**src/rtl/next_kms_pkg.sv**
```systemverilog
// next_kms_pkg: constants shared by the NeXT KMS serial-link sender and receiver,
// plus the receiver FSM state type.
package next_kms_pkg;
    localparam int PKT_W   = 40;
    localparam int FRAME_W = 41;
    localparam logic [PKT_W-1:0] AUDIO_REQ_PKT = 40'h07_0000_0000;
    localparam logic [PKT_W-1:0] UNDERRUN_PKT  = 40'h0F_0000_0000;
    typedef enum logic [1:0] {RX_IDLE, RX_SHIFT, RX_GAP} rx_state_e;
endpackage

```
**src/rtl/sync_2ff.sv**
```systemverilog
// sync_2ff: 1-bit two-flop synchronizer with asynchronous active-low reset to 0.
module sync_2ff (
    input  logic clk,
    input  logic rst_n,
    input  logic d,
    output logic q
);
    logic [1:0] sync_q;
    always_ff @(posedge clk or negedge rst_n)
        if (!rst_n) sync_q <= 2'b00;
        else sync_q <= {sync_q[0], d};
    assign q = sync_q[1];
endmodule

```
**src/rtl/packet_receiver.sv**
```systemverilog
// packet_receiver: NeXT KMS serial-to-parallel receiver (start bit + 40 bits MSB first)
// with a one-word holding register; define PACKET_RECEIVER_SYNC_EN to synchronize sin.
module packet_receiver
    import next_kms_pkg::*;
#(
    parameter int GAP_MIN = 1
) (
    input  logic             clk,
    input  logic             rst_n,
    input  logic             sin,
    output logic [PKT_W-1:0] out_data,
    output logic             out_valid,
    input  logic             out_ready,
    output logic             is_audio_req,
    output logic             is_underrun,
    output logic             overrun,
    output logic             gap_error,
    output logic             busy
);
    localparam int GW = 16;
    logic s;
`ifdef PACKET_RECEIVER_SYNC_EN
    sync_2ff u_sync (.clk(clk), .rst_n(rst_n), .d(sin), .q(s));
`else
    assign s = sin;
`endif
    rx_state_e        state_q, state_d;
    logic [5:0]       cnt_q, cnt_d;
    logic [GW-1:0]    gap_q, gap_d;
    logic [PKT_W-1:0] shreg_q, shreg_d, data_q, data_d, word;
    logic             valid_q, valid_d, ovr_q, ovr_d, gerr_q, gerr_d, push;
    always_comb begin
        state_d = state_q;
        cnt_d   = cnt_q;
        gap_d   = gap_q;
        shreg_d = shreg_q;
        gerr_d  = 1'b0;
        push    = 1'b0;
        word    = {shreg_q[PKT_W-2:0], s};
        case (state_q)
            RX_IDLE: if (s) begin
                state_d = RX_SHIFT;
                cnt_d   = '0;
            end
            RX_SHIFT: begin
                shreg_d = word;
                cnt_d   = cnt_q + 6'd1;
                if (cnt_q == 6'(PKT_W - 1)) begin
                    push    = 1'b1;
                    state_d = RX_GAP;
                    gap_d   = '0;
                end
            end
            RX_GAP: if (s) begin
                // an early start bit is still honoured so the packet is not lost
                gerr_d  = 1'b1;
                state_d = RX_SHIFT;
                cnt_d   = '0;
            end else begin
                gap_d = gap_q + 1'b1;
                if (gap_q == GW'(GAP_MIN - 1)) state_d = RX_IDLE;
            end
            default: state_d = RX_IDLE;
        endcase
        data_d  = data_q;
        valid_d = valid_q & ~out_ready;
        ovr_d   = push & valid_q & ~out_ready;
        if (push & ~ovr_d) begin
            data_d  = word;
            valid_d = 1'b1;
        end
    end
    always_ff @(posedge clk or negedge rst_n)
        if (!rst_n) begin
            state_q <= RX_IDLE;
            cnt_q   <= '0;
            gap_q   <= '0;
            shreg_q <= '0;
            data_q  <= '0;
            valid_q <= 1'b0;
            ovr_q   <= 1'b0;
            gerr_q  <= 1'b0;
        end else begin
            state_q <= state_d;
            cnt_q   <= cnt_d;
            gap_q   <= gap_d;
            shreg_q <= shreg_d;
            data_q  <= data_d;
            valid_q <= valid_d;
            ovr_q   <= ovr_d;
            gerr_q  <= gerr_d;
        end
    assign out_data     = data_q;
    assign out_valid    = valid_q;
    assign overrun      = ovr_q;
    assign gap_error    = gerr_q;
    assign busy         = state_q != RX_IDLE;
    assign is_audio_req = data_q == AUDIO_REQ_PKT;
    assign is_underrun  = data_q == UNDERRUN_PKT;
endmodule

```
**config.mk**
```make
export PLATFORM = sky130hd
export DESIGN_NAME = packet_receiver
export DESIGN_NICKNAME = d
export VERILOG_FILES = /design/src/rtl/next_kms_pkg.sv /design/src/rtl/sync_2ff.sv /design/src/rtl/packet_receiver.sv
export SDC_FILE = /design/constraint.sdc
export NUM_CORES = 1
export LEC_CHECK = 0
export ABC_CLOCK_PERIOD_IN_PS = 3230
export CORE_MARGIN = 2
export CORE_UTILIZATION = 40
export DETAILED_ROUTE_END_ITERATION = 10
export PLACE_DENSITY = 0.59
export SYNTH_ARGS = -nofsm -noshare
export SYNTH_HDL_FRONTEND = slang
export SYNTH_SLANG_ARGS = --single-unit
```
**constraint.sdc**
```tcl
create_clock -name clk -period 3.23 [get_ports clk]
set_clock_uncertainty 0.15 [all_clocks]
set_input_delay 0.8075 -clock clk [delete_from_list [all_inputs] [get_ports clk]]
set_output_delay 0.8075 -clock clk [all_outputs]
set_load 0.02 [all_outputs]
```
=== Word-level counts from Yosys, hierarchy flattened ===
Index checks and enable logic that the tools add are counted.

* Magnitude comparators: 0
* Div/mod/pow operators: 0
* $mul: 0
* Bitwise operators: 6
* Add/sub/neg operators: 2
* Multiplexer cells: 15
* Equality and inequality tests: 10
* Reduce and logical (&&, ||, !) cells: 9
* Shifts and indexed selects: 0

{| class="wikitable"
|+ Operator list
! operator !! number
|-
| equality test 40 x 35 -> 1 bit (second input constant) || 1
|-
| equality test 40 x 36 -> 1 bit (second input constant) || 1
|-
| two-way mux 16 bit || 2
|-
| case mux 16 bit (2 select lines) || 1
|-
| adder 16 x 1 -> 16 bit (second input constant) || 1
|-
| logical NOT 16 bit || 1
|-
| case mux 6 bit (2 select lines) || 1
|-
| two-way mux 2 bit || 4
|-
| adder 6 x 1 -> 6 bit (second input constant) || 1
|-
| equality test 6 bit (second input constant) || 1
|-
| two-way mux 6 bit || 1
|-
| inequality test 2 bit (second input constant) || 3
|-
| case mux 2 bit (3 select lines) || 1
|-
| AND reduction 3 bit || 2
|-
| nonzero test 2 bit || 3
|-
| two-way mux 1 bit || 5
|-
| bitwise AND 1 bit || 4
|-
| inequality test 3 bit (second input constant) || 1
|-
| equality test 2 x 1 -> 1 bit (second input constant) || 1
|-
| equality test 2 bit (second input constant) || 1
|-
| logical NOT 2 bit || 1
|-
| inequality test 2 x 1 -> 1 bit (second input constant) || 1
|-
| inverter 1 bit || 2
|-
| AND reduction 2 bit || 1
|-
| OR reduction 2 bit || 1
|}

* Output and inout bits: 46
* Memories: 0
* Word-level logic and storage cells: 50
* Bits in registers: 106
* Input bits: 4
* Memory bits (writable): 0
* Bits in latches: 0
* Bits in read-only memories: 0

=== Longest topological paths before layout ===
* Word-level depth: 8
* Depth in mapped cells: 7
* Gate-level depth less buffers: 5

=== Worst setup path after synthesis ===
No wires, ideal clock.

* Kind: reg-to-output
* Start point: register data_q[19] (netlist: out_data[19])
* End point: output is_audio_req
* Stages on the path, launching flop included: 5
* Arrival: 1.492 ns
* Slack: 0.781 ns
* Path buffers: 0
* Data required time: 2.273 ns
* Cells stage by stage: dfrtp_1 nor4_1 nand4_1 nor4_1 nor2b_1

* Word-level cells in the longest chain between the ends: 1

{| class="wikitable"
|+ RTL lines
! item !! RTL line !! source
|-
| start: declaration || packet_receiver.sv:30 || <nowiki>logic [PKT_W-1:0] shreg_q, shreg_d, data_q, data_d, word;</nowiki>
|-
| start signal: assignment || packet_receiver.sv:88 || <nowiki>data_q <= data_d;</nowiki>
|-
| equality test 40 x 35 -> 1 bit || packet_receiver.sv:98 || <nowiki>assign is_audio_req = data_q == AUDIO_REQ_PKT;</nowiki>
|-
| end: declaration || packet_receiver.sv:14 || <nowiki>output logic is_audio_req,</nowiki>
|}

Every way passes these cells.

=== Worst setup path in the final report ===
* Start point: register data_q[12] (netlist: out_data[12])
* End point: output is_audio_req

The elaborated chain is that of the path after synthesis.

==> impl_metrics.prom <==
# TYPE chip_impl_metric gauge
chip_impl_info{name="status",value="completed"} 1
chip_impl_metric{name="drt-wirelength-per-cell",unit="microns"} 14.5
chip_impl_info{name="worst_path_max_delay_cell",value="sky130_fd_sc_hd__dfrtp_1"} 1
chip_impl_metric{name="reg2regPathDepth",unit=""} 7
chip_impl_info{name="post-synth-top-area-cell",value="sky130_fd_sc_hd__dfrtp_1"} 1
chip_impl_metric{name="fraction_of_layout_cells_with_a_size_suffix_above_1",unit="%"} 15.3
chip_impl_metric{name="layout.filler_cells",unit=""} 1020
chip_impl_metric{name="postSynthAreaPerCell",unit="sq um"} 10.8
chip_impl_metric{name="postSynthNetCount",unit=""} 413
chip_impl_metric{name="crit_path_max_incr_delay",unit="ns"} 0.43
chip_impl_metric{name="final_core_utilization",unit="%"} 49.1
chip_impl_metric{name="std_cell_rows",unit=""} 38
chip_impl_metric{name="synth-edff-count",unit=""} 0
chip_impl_metric{name="drt_pre_antenna_iters",unit=""} 4
chip_impl_info{name="worst_hold_path_type",value="in -> async"} 1
chip_impl_metric{name="register_area",unit="sq um"} 2650
chip_impl_metric{name="final-hold-violation-count",unit=""} 0
chip_impl_metric{name="area_growth_syn_to_layout",unit="%"} 20.6
chip_impl_metric{name="cts_buffers",unit=""} 9
chip_impl_info{name="reg2reg_to",value="out_data[21]"} 1
chip_impl_metric{name="synth_fa_ha_area_share",unit="%"} 0.858
chip_impl_metric{name="max_cap_viol_count",unit=""} 0
chip_impl_info{name="crit_chain",value="nor4_4 -> nand4_1 -> nor4_2 -> nor2b_1 -> dlygate4sd2_1"} 1
chip_impl_metric{name="yosys_warnings",unit=""} 0
chip_impl_metric{name="worstPathArrival",unit="ns"} 2.08
chip_impl_metric{name="post_detailed_route_count_of_antenna_violating_nets",unit=""} 0
chip_impl_metric{name="i_o_pin_count",unit=""} 50
chip_impl_metric{name="grt_first_pass_wirelength",unit="microns"} 14800
chip_impl_metric{name="post-layout-total-power",unit="W"} 0.00382
chip_impl_info{name="synth_top_family_by_area",value="simple AND/OR/NAND/NOR gates"} 1
chip_impl_metric{name="worstSkewPairLatency",unit="ns"} 0.36
chip_impl_metric{name="overflow",unit=""} 0
chip_impl_metric{name="final_weighted_congestion_of_routability_driven_global_placement",unit=""} 0.758
chip_impl_metric{name="initial_util",unit="%"} 40.7
chip_impl_metric{name="postCtsHoldBufs",unit=""} 0
chip_impl_metric{name="cts-resized-gates",unit=""} 6
chip_impl_metric{name="setup_violations",unit=""} 0
chip_impl_metric{name="relSlewSlack",unit="%"} 58.9
chip_impl_metric{name="grt_pass1_vias",unit=""} 3036
chip_impl_metric{name="floorplan.core_area",unit="sq um"} 10700
chip_impl_metric{name="clock-sinks",unit=""} 106
chip_impl_metric{name="place_hpwl",unit="microns"} 5880
chip_impl_metric{name="fmax",unit="MHz"} 329
chip_impl_metric{name="postSynthRegisterBits",unit=""} 106
chip_impl_info{name="synth.area.top_cells",value="sky130_fd_sc_hd__dfrtp_1 61%, sky130_fd_sc_hd__nand2_1 12%, sky130_fd_sc_hd__mux2_2 10%"} 1
chip_impl_metric{name="ys_types",unit=""} 38
chip_impl_metric{name="multi_input_area",unit="sq um"} 1670
chip_impl_metric{name="antenna_violations_before_repair",unit=""} 0
chip_impl_metric{name="vias_per_cell",unit=""} 5.00
chip_impl_metric{name="drcViolationCount",unit=""} 0
chip_impl_metric{name="post_synthesis_xor_xnor_area_fraction",unit="%"} 1.60
chip_impl_metric{name="power.density",unit="nW/um^2"} 723
chip_impl_metric{name="postCtsSetupBuffers",unit=""} 0
chip_impl_metric{name="cts.clk_slew.worst_paths",unit="ns"} 0.09
chip_impl_metric{name="netlist.area_leader.share",unit="%"} 60.6
chip_impl_metric{name="postLayoutSetupSlackWorst",unit="ns"} 0.189
chip_impl_metric{name="synth_simple_gate_area_share",unit="%"} 21.4
chip_impl_metric{name="synth.area.mux_share",unit="%"} 10.3
chip_impl_info{name="cell_at_the_root_of_the_clock_tree",value="sky130_fd_sc_hd__clkbuf_8"} 1
chip_impl_metric{name="finalNetCount",unit=""} 466
chip_impl_metric{name="cellLeakagePower",unit="nW"} 2.59
chip_impl_info{name="setup.worst_path.end_class",value="output port"} 1
chip_impl_metric{name="detail_route.wirelength",unit="microns"} 8740
chip_impl_metric{name="io_buffer_count",unit=""} 49
chip_impl_metric{name="grt_util_all_layers",unit="%"} 16.2
chip_impl_metric{name="layout_worst_path_cycle_share",unit="%"} 94.2
chip_impl_metric{name="finalCriticalPeriod",unit="ns"} 3.04
chip_impl_metric{name="die-height",unit="microns"} 109
chip_impl_info{name="r2r_start",value="cnt_q[0]"} 1
chip_impl_metric{name="synth_seq_area_share",unit="%"} 60.6
chip_impl_metric{name="vdd_ir_drop_max",unit="uV"} 376
chip_impl_metric{name="fp.dieArea",unit="sq um"} 11800
chip_impl_metric{name="reg2reg_slack",unit="ns"} 0.97
chip_impl_info{name="ys.flop_type",value="sky130_fd_sc_hd__dfrtp_1"} 1
chip_impl_info{name="critical_path_class",value="reg -> out"} 1
chip_impl_metric{name="htree_levels",unit=""} 3
chip_impl_metric{name="synth_compound_area_share",unit="%"} 3.35
chip_impl_metric{name="diodes",unit=""} 0
chip_impl_metric{name="cp.required",unit="ns"} 2.27
chip_impl_metric{name="timing.setup.tns",unit="ns"} 0
chip_impl_info{name="startpoint_type",value="register"} 1
chip_impl_metric{name="die_width",unit="microns"} 109
chip_impl_metric{name="routed-via-count",unit=""} 3013
chip_impl_metric{name="first_iter_violations",unit=""} 162
chip_impl_info{name="setup_repair_after_global_routing_missed_its_margin",value="no"} 1
chip_impl_metric{name="report.final.slew_viol_count",unit=""} 0
chip_impl_metric{name="maximum_number_of_pins_on_one_net_before_global_route_repair",unit=""} 48
chip_impl_metric{name="dp_worst_setup_slack",unit="ns"} 0.0524
chip_impl_info{name="cts_tree",value="done"} 1
chip_impl_metric{name="tightestPinTransition",unit="ns"} 0.616
chip_impl_metric{name="asyncSetResetFlopFracSynth",unit="%"} 100
chip_impl_metric{name="netlist_area",unit="sq um"} 4380
chip_impl_metric{name="synthesis.instances",unit=""} 406
chip_impl_metric{name="cts.path.max_buffers",unit=""} 2
chip_impl_metric{name="critical_path.max_fanout",unit=""} 3
-- power by group --
part | total [W] | leakage (nW) | switching (W) | internal (W)
logic | 0.00108 | 1.07 | 0.000608 | 0.000468
registers | 0.00195 | 1.42 | 0.000278 | 0.00167
clock network | 0.000792 | 0.0962 | 0.000418 | 0.000374
-- routing by layer --
metal / GRT usage, % / vias up / wire [microns]
met5: 0 / - / 0
met4: 7.42 / 0 / 129
met3: 2.59 / 9 / 280
met2: 25.8 / 39 / 4090
met1: 21.8 / 1492 / 4240
li1: - / 1473 / -
-- kinds of logic (layout without fill, tap and decap cells) --
group | Yosys count | after routing
and+or+nand+nor | 205 | 205
DFF | 106 | 106
muxes | 40 | 40
AOI/OAI and AO/OA | 24 | 24
buffers and inverters | 20 | 77
xor gates and xnor gates | 8 | 8
adders and majority gates | 3 | 3
-- worst max-delay path by stage --
stage,startpoint,to,slack [ns]
6_report,out_data[12],is_audio_req,0.19
3_3_place_gp,out_data[12],is_audio_req,0.12
5_1_grt,out_data[19],is_audio_req,0.03
4_1_cts,out_data[12],is_audio_req,0.15
2_1_floorplan,out_data[19],is_audio_req,0.78
3_5_place_dp,out_data[12],is_audio_req,0.05
-- layout make-up --
type                       instances  area share, %
inverter                           3          0.213
multi-input combinational        280           31.6
clock inverter                     3          0.758
tap                              140           3.32
sequential                       106           50.2
timing repair buffer              59           11.1
clock buffer                      12           2.75
-- cells in the final DEF (no fill, tap or decap), types with 3 or more instances in the layout --
master,count
sky130_fd_sc_hd__dfrtp_1,106
sky130_fd_sc_hd__or4_1,3
sky130_fd_sc_hd__buf_4,9
sky130_fd_sc_hd__o21ai_0,9
sky130_fd_sc_hd__mux2_2,40
sky130_fd_sc_hd__xor2_1,5
sky130_fd_sc_hd__nand2_1,137
sky130_fd_sc_hd__nor4_1,11
sky130_fd_sc_hd__clkdlybuf4s50_1,46
sky130_fd_sc_hd__nand3_1,9
sky130_fd_sc_hd__ha_1,3
sky130_fd_sc_hd__xnor2_1,3
sky130_fd_sc_hd__and2_1,4
sky130_fd_sc_hd__o31ai_1,5
sky130_fd_sc_hd__a21oi_1,6
sky130_fd_sc_hd__nand4_1,6
sky130_fd_sc_hd__nor2_1,12
sky130_fd_sc_hd__inv_1,3
sky130_fd_sc_hd__clkbuf_8,10
-- worst max-delay path, delay by kind of cell, from the launching register on --
kind / cells / cell delay (ns)
buf+inv: 1 / 0.34
flops: 1 / 0.43
simple gates: 4 / 0.95
-- flip-flops by register name, summed over array words and instances, names as in the netlist --
name       flops
gap_q         16
shreg_q       39
cnt_q          6
state_q        2
overrun        1
out_valid      1
out_data      40
gap_error      1
-- through the flow --
step / hold WS (ns) / instance area [sq um] / instances
global route: 0.350 / 5280 / 603
global placement: 0.311 / 5070 / 588
CTS: 0.320 / 5280 / 603
finish: 0.300 / 5280 / 603
detailed placement: 0.318 / 5070 / 588
floorplan: 0.292 / 4380 / 406
-- synthesized netlist by cell type, types with 3 or more instances --
cell / count
sky130_fd_sc_hd__a21oi_1: 6
sky130_fd_sc_hd__o31ai_1: 5
sky130_fd_sc_hd__nand2_1: 137
sky130_fd_sc_hd__clkbuf_1: 12
sky130_fd_sc_hd__nor4_1: 14
sky130_fd_sc_hd__or4_1: 3
sky130_fd_sc_hd__mux2_2: 40
sky130_fd_sc_hd__nand4_1: 6
sky130_fd_sc_hd__ha_1: 3
sky130_fd_sc_hd__and2_1: 4
sky130_fd_sc_hd__nand3_1: 9
sky130_fd_sc_hd__o21ai_0: 9
sky130_fd_sc_hd__inv_1: 3
sky130_fd_sc_hd__buf_2: 5
sky130_fd_sc_hd__xnor2_1: 3
sky130_fd_sc_hd__xor2_1: 5
sky130_fd_sc_hd__dfrtp_1: 106
sky130_fd_sc_hd__nor2_1: 12
(Power assumes the default switching activity.)
